<file path="src/rtl/hack_ctrl_seq_if.sv">
// hack_ctrl_seq_if: ROM, RAM and ALU handshake bundle between the Hack sequencer (master) and its environment (slave).
interface hack_ctrl_seq_if #(parameter int ADDR_W = 15);
  logic [ADDR_W-1:0] instr_addr;
  logic              instr_ready;
  logic              instr_valid;
  logic [15:0]       instr;
  logic [ADDR_W-1:0] mem_addr;
  logic              mem_rd_req;
  logic              mem_rd_ack;
  logic [15:0]       mem_rdata;
  logic              mem_wr_req;
  logic              mem_wr_ack;
  logic [15:0]       mem_wdata;
  logic [15:0]       alu_x;
  logic [15:0]       alu_y;
  logic [5:0]        alu_ctl;
  logic [15:0]       alu_out;
  logic              alu_zr;
  logic              alu_ng;
  logic              retired;
  logic              illegal;
  modport master (
    output instr_addr, instr_ready, mem_addr, mem_rd_req, mem_wr_req, mem_wdata,
           alu_x, alu_y, alu_ctl, retired, illegal,
    input  instr_valid, instr, mem_rd_ack, mem_rdata, mem_wr_ack, alu_out, alu_zr, alu_ng
  );
  modport slave (
    input  instr_addr, instr_ready, mem_addr, mem_rd_req, mem_wr_req, mem_wdata,
           alu_x, alu_y, alu_ctl, retired, illegal,
    output instr_valid, instr, mem_rd_ack, mem_rdata, mem_wr_ack, alu_out, alu_zr, alu_ng
  );
endinterface

</file>
<file path="src/rtl/hack_ctrl_seq.sv">
// hack_ctrl_seq: multi-cycle Hack sequencer driving an external ALU; define ILLEGAL_TRAP_EN to trap C-instructions with ir[14:13] != 2'b11.
module hack_ctrl_seq #(
  parameter int              ADDR_W   = 15,
  parameter logic [ADDR_W-1:0] PC_RESET = '0
) (
  input logic            clk,
  input logic            rst,
  hack_ctrl_seq_if.master bus
);
`ifdef ILLEGAL_TRAP_EN
  typedef enum logic [2:0] {FETCH, DECODE, MEM_RD, EXEC, MEM_WR, TRAP} state_t;
`else
  typedef enum logic [2:0] {FETCH, DECODE, MEM_RD, EXEC, MEM_WR} state_t;
`endif
  state_t            state, next;
  logic [ADDR_W-1:0] pc, wa, pc_inc;
  logic [15:0]       a, d, ir, m, wd;
  logic              done, jmp, retired_q, bad;
  assign pc_inc = pc + 1'b1;
  assign jmp    = (ir[2] & bus.alu_ng) | (ir[1] & bus.alu_zr) | (ir[0] & ~bus.alu_ng & ~bus.alu_zr);
`ifdef ILLEGAL_TRAP_EN
  assign bad         = ir[14:13] != 2'b11;
  assign bus.illegal = state == TRAP;
`else
  assign bad         = 1'b0;
  assign bus.illegal = 1'b0;
`endif
  always_ff @(posedge clk)
    state <= rst ? FETCH : next;
  always_comb begin
    next = state;
    done = 1'b0;
    case (state)
      FETCH:  next = bus.instr_valid ? DECODE : FETCH;
      DECODE: begin
        done = ~ir[15];
        next = ~ir[15] ? FETCH : ir[12] ? MEM_RD : EXEC;
`ifdef ILLEGAL_TRAP_EN
        if (ir[15] && bad) next = TRAP;
`endif
      end
      MEM_RD: next = bus.mem_rd_ack ? EXEC : MEM_RD;
      EXEC: begin
        done = ~ir[3];
        next = ir[3] ? MEM_WR : FETCH;
      end
      MEM_WR: begin
        done = bus.mem_wr_ack;
        next = bus.mem_wr_ack ? FETCH : MEM_WR;
      end
      default: next = state;
    endcase
  end
  always_comb begin
    bus.instr_addr  = pc;
    bus.instr_ready = state == FETCH;
    bus.mem_rd_req  = state == MEM_RD;
    bus.mem_wr_req  = state == MEM_WR;
    bus.mem_addr    = state == MEM_WR ? wa : a[ADDR_W-1:0];
    bus.mem_wdata   = wd;
    bus.alu_x       = d;
    bus.alu_y       = ir[12] ? m : a;
    bus.alu_ctl     = state == EXEC ? ir[11:6] : 6'd0;
    bus.retired     = retired_q;
  end
  // Write address and jump target both take A as it was before EXEC updates it.
  always_ff @(posedge clk) begin
    if (rst) begin
      pc        <= PC_RESET;
      a         <= '0;
      d         <= '0;
      ir        <= '0;
      m         <= '0;
      wa        <= '0;
      wd        <= '0;
      retired_q <= 1'b0;
    end else begin
      retired_q <= done;
      if (state == FETCH && bus.instr_valid) ir <= bus.instr;
      if (state == DECODE && !ir[15]) begin
        a  <= {1'b0, ir[14:0]};
        pc <= pc_inc;
      end
      if (state == MEM_RD && bus.mem_rd_ack) m <= bus.mem_rdata;
      if (state == EXEC) begin
        if (ir[4]) d <= bus.alu_out;
        if (ir[5]) a <= bus.alu_out;
        wa <= a[ADDR_W-1:0];
        wd <= bus.alu_out;
        pc <= jmp ? a[ADDR_W-1:0] : pc_inc;
      end
    end
  end
endmodule

</file>
<file path="src/flat_wrapper.sv">
// flat-port wrapper written by rule: the top's interface ports become plain ports
module hack_ctrl_seq_flat 
#(
  parameter int              ADDR_W   = 15,
  parameter logic [ADDR_W-1:0] PC_RESET = '0
)
  (clk, rst, bus_instr_addr, bus_instr_ready, bus_mem_addr, bus_mem_rd_req, bus_mem_wr_req, bus_mem_wdata, bus_alu_x, bus_alu_y, bus_alu_ctl, bus_retired, bus_illegal, bus_instr_valid, bus_instr, bus_mem_rd_ack, bus_mem_rdata, bus_mem_wr_ack, bus_alu_out, bus_alu_zr, bus_alu_ng);
  hack_ctrl_seq_if #(.ADDR_W(ADDR_W)) bus_i ();
  input logic clk;
  input logic rst;
  output wire logic [$bits(bus_i.instr_addr)-1:0] bus_instr_addr;
  output wire logic [$bits(bus_i.instr_ready)-1:0] bus_instr_ready;
  output wire logic [$bits(bus_i.mem_addr)-1:0] bus_mem_addr;
  output wire logic [$bits(bus_i.mem_rd_req)-1:0] bus_mem_rd_req;
  output wire logic [$bits(bus_i.mem_wr_req)-1:0] bus_mem_wr_req;
  output wire logic [$bits(bus_i.mem_wdata)-1:0] bus_mem_wdata;
  output wire logic [$bits(bus_i.alu_x)-1:0] bus_alu_x;
  output wire logic [$bits(bus_i.alu_y)-1:0] bus_alu_y;
  output wire logic [$bits(bus_i.alu_ctl)-1:0] bus_alu_ctl;
  output wire logic [$bits(bus_i.retired)-1:0] bus_retired;
  output wire logic [$bits(bus_i.illegal)-1:0] bus_illegal;
  input wire logic [$bits(bus_i.instr_valid)-1:0] bus_instr_valid;
  input wire logic [$bits(bus_i.instr)-1:0] bus_instr;
  input wire logic [$bits(bus_i.mem_rd_ack)-1:0] bus_mem_rd_ack;
  input wire logic [$bits(bus_i.mem_rdata)-1:0] bus_mem_rdata;
  input wire logic [$bits(bus_i.mem_wr_ack)-1:0] bus_mem_wr_ack;
  input wire logic [$bits(bus_i.alu_out)-1:0] bus_alu_out;
  input wire logic [$bits(bus_i.alu_zr)-1:0] bus_alu_zr;
  input wire logic [$bits(bus_i.alu_ng)-1:0] bus_alu_ng;
  assign bus_instr_addr = bus_i.instr_addr;
  assign bus_instr_ready = bus_i.instr_ready;
  assign bus_mem_addr = bus_i.mem_addr;
  assign bus_mem_rd_req = bus_i.mem_rd_req;
  assign bus_mem_wr_req = bus_i.mem_wr_req;
  assign bus_mem_wdata = bus_i.mem_wdata;
  assign bus_alu_x = bus_i.alu_x;
  assign bus_alu_y = bus_i.alu_y;
  assign bus_alu_ctl = bus_i.alu_ctl;
  assign bus_retired = bus_i.retired;
  assign bus_illegal = bus_i.illegal;
  assign bus_i.instr_valid = bus_instr_valid;
  assign bus_i.instr = bus_instr;
  assign bus_i.mem_rd_ack = bus_mem_rd_ack;
  assign bus_i.mem_rdata = bus_mem_rdata;
  assign bus_i.mem_wr_ack = bus_mem_wr_ack;
  assign bus_i.alu_out = bus_alu_out;
  assign bus_i.alu_zr = bus_alu_zr;
  assign bus_i.alu_ng = bus_alu_ng;
  hack_ctrl_seq #(.ADDR_W(ADDR_W), .PC_RESET(PC_RESET)) u_core (.clk(clk), .rst(rst), .bus(bus_i));
endmodule
</file>
<file path="config.mk">
export PLATFORM = sky130hd
export DESIGN_NAME = hack_ctrl_seq_flat
export DESIGN_NICKNAME = d
export VERILOG_FILES = /design/src/rtl/hack_ctrl_seq_if.sv /design/src/rtl/hack_ctrl_seq.sv /design/src/flat_wrapper.sv
export SDC_FILE = /design/constraint.sdc
export NUM_CORES = 1
export LEC_CHECK = 0
export CAP_MARGIN = 20
export CORE_AREA = 2 2 79 156
export CTS_BUF_LIST = sky130_fd_sc_hd__clkbuf_4
export DETAILED_ROUTE_END_ITERATION = 16
export DIE_AREA = 0 0 81 158
export PLACE_DENSITY = 0.79
export SKIP_CTS_REPAIR_TIMING = 1
export SLEW_MARGIN = 20
export SYNTH_ARGS = -nofsm -noshare
export SYNTH_HDL_FRONTEND = slang
export SYNTH_SLANG_ARGS = --single-unit
</file>
<file path="constraint.sdc">
create_clock -name clk -period 1.65 [get_ports clk]
set_input_delay 0.2475 -clock clk [delete_from_list [all_inputs] [get_ports clk]]
set_output_delay 0.2475 -clock clk [all_outputs]
set_load 0.02 [all_outputs]
</file>
==> metrics.txt <==
crit path from u_core.state[0]$_SDFFE_PP0P_; outcome complete, but fails checks; Clock transition at path regs 0.10 ns; max-cap viol count 0; Rows 56; Post-DP Area 0.00715 mm²; design area 0.00781 mm²; Pwr Density 738 mW/mm²; 1st-pass router iterations 6; worst-path maximum fanout 16; num ports 144; gr ovfl total 0; failing checks negative setup slack; clock skew 0.0223 ns; vias in the first global route 5310; Synth area leaders dfxtp_1 46%, nand2_1 15%, a21oi_1 8.8%; dpl hpwl 13.7 mm; ys flop type dfxtp_1; Final Hold Viols 0; Mapped Avg Cell Area 7.93 µm²; Core Area 0.0116 mm²; FILL cells 952; setup TNS -10.78 ns; routed len/inst 18.7 µm; # port buffers 142; Layout Nets 886; met1 wire length 6.11 mm; Synth Instances 629; RSZ-0062 raised after global routing yes; CTS tree done; Synthesis Warnings 0; Worst-Skew Late Latency 0.52 ns; total track usage 27.9%; CTS buffer count 17; Worst Reg-to-Reg Cells 6; Critical Path RT 1.40 ns; fin. max-slew vios 0; DRC Markers 0; Yosys reg bits 114; worst r2r src u_core.state[0]$_SDFFE_PP0P_; Synth top area share 45.7%; first-pass GRT wire length 26.5 mm; Synth cell types 49; share of cells above drive strength 1 27.4%; measured slew at the worst slew-check pin 0.572 ns; Final min period 2.06 ns; via/cell ratio 5.49; Reg2Reg Setup Slack -0.12 ns; end point of the critical path bus_mem_addr[0]; root buf cell clkbuf_4; reg2reg end u_core.bus.instr_addr[10]$_SDFFE_PP0P_; overall routed net length 18.4 mm; Synth async-reset ratio 0%; Worst Setup Start Kind register; post-synthesis sequential area ratio 45.7%; Starting Density 42.9%; Synth area leader dfxtp_1; HP Start rst; period utilization 125%; level count of the clock H-tree 4; GPL Wtd Cong 0.952; initial antenna violation count 1; CTS Buffer Depth 2; Static Leak 3.82 nW; DIE WIDTH 81 µm; via count 5418; critical path class reg -> out; syn_nets 685; Layout area overhead 56.6%; Worst VDD drop 563 µV; area of the multi-input gates 0.00278 mm²; WL met2 10.1 mm; Reg area 0.00232 mm²; final worst setup slack -0.414 ns; number of synthesized flops with an enable pin 0; setup violators final 55; Crit. End Element output pin; top sig layer met4; HP Class in -> reg; ANT nets after route 0; Die Area 0.0128 mm²; clock sinks 114; met3 WL 835 µm; maximum clock frequency 484 MHz; Die Ht 158 µm; critical path arrival 1.82 ns; largest net degree at the start of global routing 45; DR iter-0 viols 304; Rel. slew slack 61.9%; cell area after synthesis 0.00499 mm²
[routing by layer]
metal | global-route usage [%] | up-vias
met2 | 50.2 | 246
met5 | 0 | -
met1 | 26.2 | 2538
met4 | 22.0 | 0
li1 | - | 2554
met3 | 5.87 | 80
[cells in the mapped netlist, types with 2 or more instances]
cell	number
nor4_1	5
buf_4	4
o311a_1	2
nor3b_1	3
a21oi_1	88
nor2_1	38
a211oi_1	5
a22oi_1	5
buf_2	4
nor3_1	5
buf_6	2
mux2_2	32
o21ai_0	9
a2111oi_0	2
nand4_1	4
nand3_1	7
nand2_1	199
xor2_1	5
nand2b_1	5
xnor2_1	2
a311oi_1	15
a31oi_1	3
and2_1	11
clkbuf_1	35
dfxtp_1	114
or4_1	2
[cell type report]
| type | count | area share [%] |
|---|---|---|
| timing repair buffer | 229 | 29.0 |
| sequential | 114 | 29.6 |
| multi-input combinational | 467 | 35.6 |
| clock inverter | 9 | 1.49 |
| tap | 145 | 2.32 |
| antenna | 1 | 0.0320 |
| inverter | 1 | 0.0480 |
| clock buffer | 20 | 1.92 |
[worst min-delay path by stage]
stage / end / depth (start not counted)
6_report: u_core.state[1]$_SDFFE_PP0P_ / 2
5_1_grt: u_core.state[1]$_SDFFE_PP0P_ / 2
4_1_cts: u_core.state[1]$_SDFFE_PP0P_ / 2
3_5_place_dp: u_core.m[10]$_SDFFE_PP0P_ / 2
3_3_place_gp: u_core.m[1]$_SDFFE_PP0P_ / 2
2_1_floorplan: u_core.m[0]$_SDFFE_PP0P_ / 2
[flip-flops by register name, summed over array words and instances, names as in the netlist]
name                   cells
u_core.state               3
u_core.bus.alu_x          16
u_core.a                  16
u_core.ir                 16
u_core.bus.instr_addr     15
u_core.m                  16
u_core.wa                 15
u_core.bus.retired         1
u_core.bus.mem_wdata      16
[worst max-delay path, stage by stage, from the launching register on]
cell and delay (ns):
dfxtp_2 0.35, nor3b_4 0.23, buf_12 0.20, mux2_2 0.36
clkbuf_2 0.16
[layout by cell type (no fill, tap or decap), drive strengths merged, types with 6 or more instances in the layout]
master and instances:
buf 115, dfxtp 114, clkbuf 32, a21oi 88, clkinv 6, nand2 200
o21ai 9, and2 11, mux2 32, nand3 7, clkdlybuf4s50 53, a311oi 15
dlymetal6s2s 49, nor3 6, nor2 38
[kinds of logic after synthesis]
family          count (synthesis)  synth area share, %
mux                            32                 7.22
simple gates                  291                 25.1
other cells                     1               0.0752
fa+ha+maj                       1                0.251
flops                         114                 45.7
xor+xnor                        7                 1.23
buf+inv                        48                 4.41
compound gates                135                 16.0
[through the flow]
step / total power, W / hold slack [ns] / setup WS (ns) / instances / util (%)
after floorplan: 0.00328 / 0.383 / -0.0994 / 629 / -
after global placement: 0.00370 / 0.440 / -0.328 / 948 / 61.5
after detailed placement: 0.00371 / 0.445 / -0.408 / 948 / 61.5
after CTS: 0.00572 / 0.157 / -0.849 / 977 / 63.7
after global routing: 0.00599 / 0.169 / -0.512 / 986 / 67.2
final: 0.00577 / 0.195 / -0.414 / 986 / 67.2
[power by group]
group / switching, W / total [W] / internal (W)
Sequential: 0.0000713 / 0.00288 / 0.00281
Clock: 0.00100 / 0.00206 / 0.00105
Combinational: 0.000415 / 0.000829 / 0.000414
(Power assumes the default switching activity.)
